### src/rtl/norm255_pkg.sv
// Shared types, constants and the leading-zero helper for the
// divide-by-255 normalizer.
package norm255_pkg;

    typedef enum logic [1:0] {IDLE, CALC, PACK, OUT} state_t;

    localparam logic [23:0] CORR_K   = 24'h010101;
    localparam logic [7:0]  EXP_BASE = 8'd126;

    // Returns 8 for a zero byte.
    function automatic logic [3:0] lzc8(input logic [7:0] b);
        logic [3:0] n;
        logic       found;
        n     = 4'd8;
        found = 1'b0;
        for (int unsigned i = 0; i < 8; i++) begin
            if (!found && b[3'(7 - i)]) begin
                n     = 4'(i);
                found = 1'b1;
            end
        end
        return n;
    endfunction

endpackage

### src/rtl/norm255_sched_rr_arb.sv
// Combinational round-robin arbiter: first valid requester strictly after
// the pointer (wrapping) wins.
module rr_arb #(
    parameter int NUM_REQ = 4,
    parameter int ID_W    = $clog2(NUM_REQ)
) (
    input  logic [NUM_REQ-1:0] req_valid_i,
    input  logic [ID_W-1:0]    ptr_i,
    output logic [NUM_REQ-1:0] grant_o,
    output logic [ID_W-1:0]    id_o,
    output logic               valid_o
);

    localparam int unsigned NR = NUM_REQ;

    always_comb begin
        logic [ID_W-1:0] idx;
        grant_o = '0;
        id_o    = '0;
        valid_o = 1'b0;
        idx     = '0;
        for (int unsigned k = 1; k <= NR; k++) begin
            idx = ID_W'((32'(ptr_i) + k) % NR);
            if (!valid_o && req_valid_i[idx]) begin
                grant_o[idx] = 1'b1;
                id_o         = idx;
                valid_o      = 1'b1;
            end
        end
    end

endmodule

### src/rtl/norm255_sched.sv
// Shares one byte -> fp32 (x/255, truncated) normalizer between NUM_REQ
// requesters with round-robin arbitration and a backpressured result port.
module norm255_sched
    import norm255_pkg::*;
#(
    parameter int NUM_REQ = 4,
    parameter int ID_W    = $clog2(NUM_REQ)
) (
    input  logic                 clk,
    input  logic                 arst,
    input  logic [NUM_REQ-1:0]   req_valid,
    input  logic [NUM_REQ*8-1:0] req_data,
    output logic [NUM_REQ-1:0]   req_ready,
    output logic                 out_valid,
    output logic [31:0]          out_data,
    output logic [ID_W-1:0]      out_id,
    input  logic                 out_ready,
    output logic                 busy
);

    state_t            state_q;
    logic [ID_W-1:0]   ptr_q;
    logic [7:0]        byte_q;
    logic [ID_W-1:0]   id_q;
    logic [3:0]        lz_q;
    logic [7:0]        xn_q;
    logic              zero_q;
    logic              out_valid_q;
    logic [31:0]       out_data_q;
    logic [ID_W-1:0]   out_id_q;
    logic              busy_q;

    logic [NUM_REQ-1:0] grant;
    logic [ID_W-1:0]    gnt_id;
    logic               gnt_valid;
    logic [7:0]         sel_byte;
    logic [3:0]         lz_d;
    logic [7:0]         xn_d;
    logic [22:0]        frac_d;
    logic [31:0]        out_data_d;

    rr_arb #(.NUM_REQ(NUM_REQ), .ID_W(ID_W)) u_arb (
        .req_valid_i (req_valid),
        .ptr_i       (ptr_q),
        .grant_o     (grant),
        .id_o        (gnt_id),
        .valid_o     (gnt_valid)
    );

    always_comb begin
        sel_byte = '0;
        for (int unsigned i = 0; i < NUM_REQ; i++) begin
            if (gnt_id == ID_W'(i)) sel_byte = req_data[8*i +: 8];
        end
    end

    // xn * 0x010101 never exceeds 0xFFFFFF, so bit 23 is the implicit one.
    always_comb begin
        lz_d       = lzc8(byte_q);
        xn_d       = byte_q << lz_d;
        frac_d     = 23'({16'b0, xn_q} * CORR_K);
        out_data_d = zero_q ? '0 : {1'b0, EXP_BASE - {4'b0, lz_q}, frac_d};
    end

    always_ff @(posedge clk or posedge arst) begin
        if (arst) begin
            state_q     <= IDLE;
            ptr_q       <= ID_W'(NUM_REQ - 1);
            byte_q      <= '0;
            id_q        <= '0;
            lz_q        <= '0;
            xn_q        <= '0;
            zero_q      <= 1'b0;
            out_valid_q <= 1'b0;
            out_data_q  <= '0;
            out_id_q    <= '0;
            busy_q      <= 1'b0;
        end else begin
            case (state_q)
                IDLE: begin
                    if (gnt_valid) begin
                        byte_q  <= sel_byte;
                        id_q    <= gnt_id;
                        ptr_q   <= gnt_id;
                        busy_q  <= 1'b1;
                        state_q <= CALC;
                    end
                end
                CALC: begin
                    lz_q    <= lz_d;
                    xn_q    <= xn_d;
                    zero_q  <= (byte_q == 8'd0);
                    state_q <= PACK;
                end
                PACK: begin
                    out_data_q  <= out_data_d;
                    out_id_q    <= id_q;
                    out_valid_q <= 1'b1;
                    state_q     <= OUT;
                end
                OUT: begin
                    if (out_ready) begin
                        out_valid_q <= 1'b0;
                        busy_q      <= 1'b0;
                        state_q     <= IDLE;
                    end
                end
                default: state_q <= IDLE;
            endcase
        end
    end

    assign req_ready = (state_q == IDLE) ? grant : '0;
    assign out_valid = out_valid_q;
    assign out_data  = out_data_q;
    assign out_id    = out_id_q;
    assign busy      = busy_q;

endmodule
### config.mk
export PLATFORM = sky130hd
export DESIGN_NAME = norm255_sched
export DESIGN_NICKNAME = d
export VERILOG_FILES = /design/src/rtl/norm255_pkg.sv /design/src/rtl/norm255_sched_rr_arb.sv /design/src/rtl/norm255_sched.sv
export SDC_FILE = /design/constraint.sdc
export NUM_CORES = 1
export LEC_CHECK = 0
export CORE_AREA = 3 3 104 76
export DETAILED_ROUTE_END_ITERATION = 10
export DIE_AREA = 0 0 107 79
export GPL_ROUTABILITY_DRIVEN = 0
export HOLD_SLACK_MARGIN = 0.02
export MAX_ROUTING_LAYER = met4
export PLACE_DENSITY = 0.72
export SLEW_MARGIN = 25
export SYNTH_ARGS = -nofsm -noshare
export SYNTH_HDL_FRONTEND = slang
export SYNTH_SLANG_ARGS = --single-unit
### constraint.sdc
create_clock -name clk -period 3.39 [get_ports clk]
set_clock_uncertainty 0.1 [all_clocks]
set_input_delay 0.5085 -clock clk [delete_from_list [all_inputs] [get_ports clk]]
set_output_delay 0.5085 -clock clk [all_outputs]
set_load 0.005 [all_outputs]
==> flow_metrics.tcl <==
set metrics [dict create \
    postSynthCellCount 330 \
    post-route-drc-count 0 \
    fp.dieW_um 107 \
    routed_via_density 5.42 \
    yosysSeqAreaShare 0.363 \
    coreArea_um2 6850 \
    syn_to_final_growth_pct 30.9 \
    required_ns 2.78 \
    wl_per_cell_um 15.2 \
    power_leakage_nw 1.83 \
    design_area_um2 4070 \
    slowest_delay_ns 0.57 \
    drt-initial-drc-count 218 \
    cp-start-kind "flip-flop" \
    cp_top_family "flip-flops" \
    tightest_slew_ns 0.703 \
    drive_gt1_frac 0.131 \
    arrival_ns 2.72 \
    die_y_um 79 \
    cp_slowest_cell "dfstp_2" \
    dp_cells 482 \
    async_flop_share 1.00 \
    rsz0062_at_grt "no" \
    ctsHoldBuffers 0 \
    port_buffers 76 \
    crit_chain "inv_1 -> ha_4 -> mux4_2 -> and2b_2 -> a22o_2 -> mux2i_1 -> a21boi_1 -> clkdlybuf4s50_1" \
    cts.sinks 45 \
    antenna_found_initial 0 \
    startpoint "ptr_q[0]$_DFFE_PP1P_" \
    cts_tree "yes" \
    pwr_density_cell_nw_per_um2 955 \
    holdWs_ns 0.393 \
    ant_nets 0 \
    drtPass1Iterations 4 \
    nFillCells 577 \
    dieArea_um2 8450 \
    r2r-start "ptr_q[0]$_DFFE_PP1P_" \
    max-cap-violations 0 \
    slew_violations 0 \
    totalWireLength_mm 7.48 \
    io_pins 79 \
    critPathBufInv 2 \
    htreeDepth 2 \
    clock_path_buffers 2 \
    final_common_cell "clkdlybuf4s50_1" \
    grt_pass1_wl_mm 12.5 \
    clk_transition_reported_paths_ns 0.09 \
    synth_edf_count 0 \
    hold_start "xn_q[3]$_DFFE_PP0N_" \
    cts_root_buf "clkbuf_8" \
    setup_violations 0 \
    min_period_ns 3.33 \
    grt_max_degree 31 \
    placed_area_um2 3890 \
    ys.flop_type "dfrtp_1" \
    hold_violations 0 \
    grt_pass1_vias 2512 \
    post-route-period-util 0.983 \
    ir_drop_mv 0.326 \
    initial_core_util 0.454 \
    fmax_mhz 300 \
    pre_cts_slack_ns -0.0114 \
    worst-path-max-fanout 4 \
    track_usage 0.189 \
    yosysUniqueCellTypes 60 \
    setup_slack_ns 0.0580 \
    synth-seq-cells 45 \
    hp-class "reg -> reg" \
    ys.warnings.count 0 \
    nNetsFinal 448 \
    vias 2659 \
    netlist_area_um2 3110 \
    fin_tns_setup_ns 0 \
    grt_remaining_overflow 0 \
    outcome "finished, final reports clean" \
    crit_type "reg -> out" \
    layout_common_cells "clkdlybuf4s50_1, dfrtp_1, o21ai_0" \
    relSlewSlack 0.531 \
    end_kind "output pin" \
    stdcell_count 491 \
    num_rows 25 \
    cts_made_buffers 5 \
    dp_hpwl_mm 5.76 \
    insertion_delay_ns 0.31 \
    avgSynthCellArea_um2 9.42 \
    n_antenna_cell 0 \
]
## synth_stat cells, types with 2 or more instances
library cell / n / area (µm²)
a21oi_1: 8 / 40.0
mux2i_1: 22 / 220
nor2b_1: 6 / 37.5
o21a_1: 2 / 15.0
a21boi_0: 4 / 30.0
a211oi_1: 2 / 15.0
o2bb2ai_1: 2 / 17.5
a22o_1: 11 / 96.3
mux4_2: 2 / 45.0
o21ai_0: 33 / 165
a22o_2: 4 / 40.0
clkbuf_1: 10 / 37.5
dfstp_2: 2 / 52.6
a31oi_1: 2 / 12.5
o22ai_1: 8 / 50.1
buf_4: 18 / 135
buf_2: 2 / 10.0
a221oi_1: 2 / 17.5
nor2_1: 17 / 63.8
ha_1: 13 / 163
mux2_2: 4 / 45.0
a31o_2: 3 / 26.3
dfrtp_1: 43 / 1080
nor4_1: 3 / 18.8
inv_1: 32 / 120
xnor2_1: 2 / 17.5
nand2b_1: 4 / 25.0
a41oi_1: 8 / 70.1
a32oi_1: 2 / 17.5
nand3_1: 6 / 30.0
or2_2: 3 / 18.8
nand2_1: 22 / 82.6
## registers in the layout, indices dropped and copies added, names as in the netlist
register	count
zero_q	1
out_data	14
state_q	2
byte_q	8
busy	1
out_valid	1
id_q	2
ptr_q	2
lz_q	4
xn_q	8
out_id	2
## what timing repair did
| action | 4_1_cts | 5_1_grt |
|---|---|---|
| endpoints found under the setup margin | 4 | 4 |
| setup buffers | 0 | 1 |
| pin swaps | 1 | 2 |
| gates resized for setup | 3 | 8 |
## metrics by stage
stage,utilization,power (mW)
after floorplan,-,2.63
after global placement,0.568,3.29
after detailed placement,0.568,3.34
after CTS,0.591,3.87
after global routing,0.594,4.20
final,0.594,3.89
## worst min-delay path: stages, from the launching register on
cell     delay (ns)
dfrtp_1        0.35
nand2_1        0.05
o21ai_0        0.06
## routing by layer
layer / routed length [µm] / track usage / vias to the layer above
met4: 67 / 0.0460 / 0
met5: 0 / - / -
met1: 3820 / 0.274 / 1270
li1: - / - / 1301
met3: 362 / 0.0317 / 7
met2: 3230 / 0.278 / 81
## cell type report
cell class,count,area (µm²),share of cell area
clock buffers,5,68.8,0.0169
multi-input cells,222,1680,0.412
repair buffers,90,888,0.218
well taps,94,118,0.0289
clock inverters,3,68.8,0.0169
inverters,32,121,0.0298
flip-flops and latches,45,1130,0.277
## cells by family (layout without fill, tap and decap cells)
kind of cell	count (synthesis)	in the layout	share of synthesized area
XOR/XNOR	3	3	0.00845
adder cells (fa/ha/maj)	13	13	0.0523
buffers and inverters	64	130	0.103
AO/OA/AOI/OAI	104	104	0.240
other	1	2	0.00121
flip-flops	45	45	0.363
multiplexers	31	31	0.116
AND/OR/NAND/NOR	69	69	0.116
## where the power goes
part	total (mW)	leakage, nW	internal (mW)	switching, mW
clock	0.488	0.0687	0.297	0.191
combinational	2.34	1.22	1.20	1.14
sequential	1.06	0.540	0.810	0.249
## path summary, 6_finish.rpt
check	endpoint	cells past startpoint	slack (ns)
max in group asynchronous	lz_q[0]$_DFFE_PP0N_	3	2.15
setup reg to reg	byte_q[0]$_DFFE_PP0P_	7	0.93
setup / recovery	req_ready[2]	8	0.06
min in group asynchronous	busy$_DFFE_PP0P_	2	0.44
hold / removal	out_data[19]$_DFFE_PP0P_	2	0.39
hold reg to reg	out_data[19]$_DFFE_PP0P_	2	0.39
No activity file was read; power rests on OpenSTA's default activity.
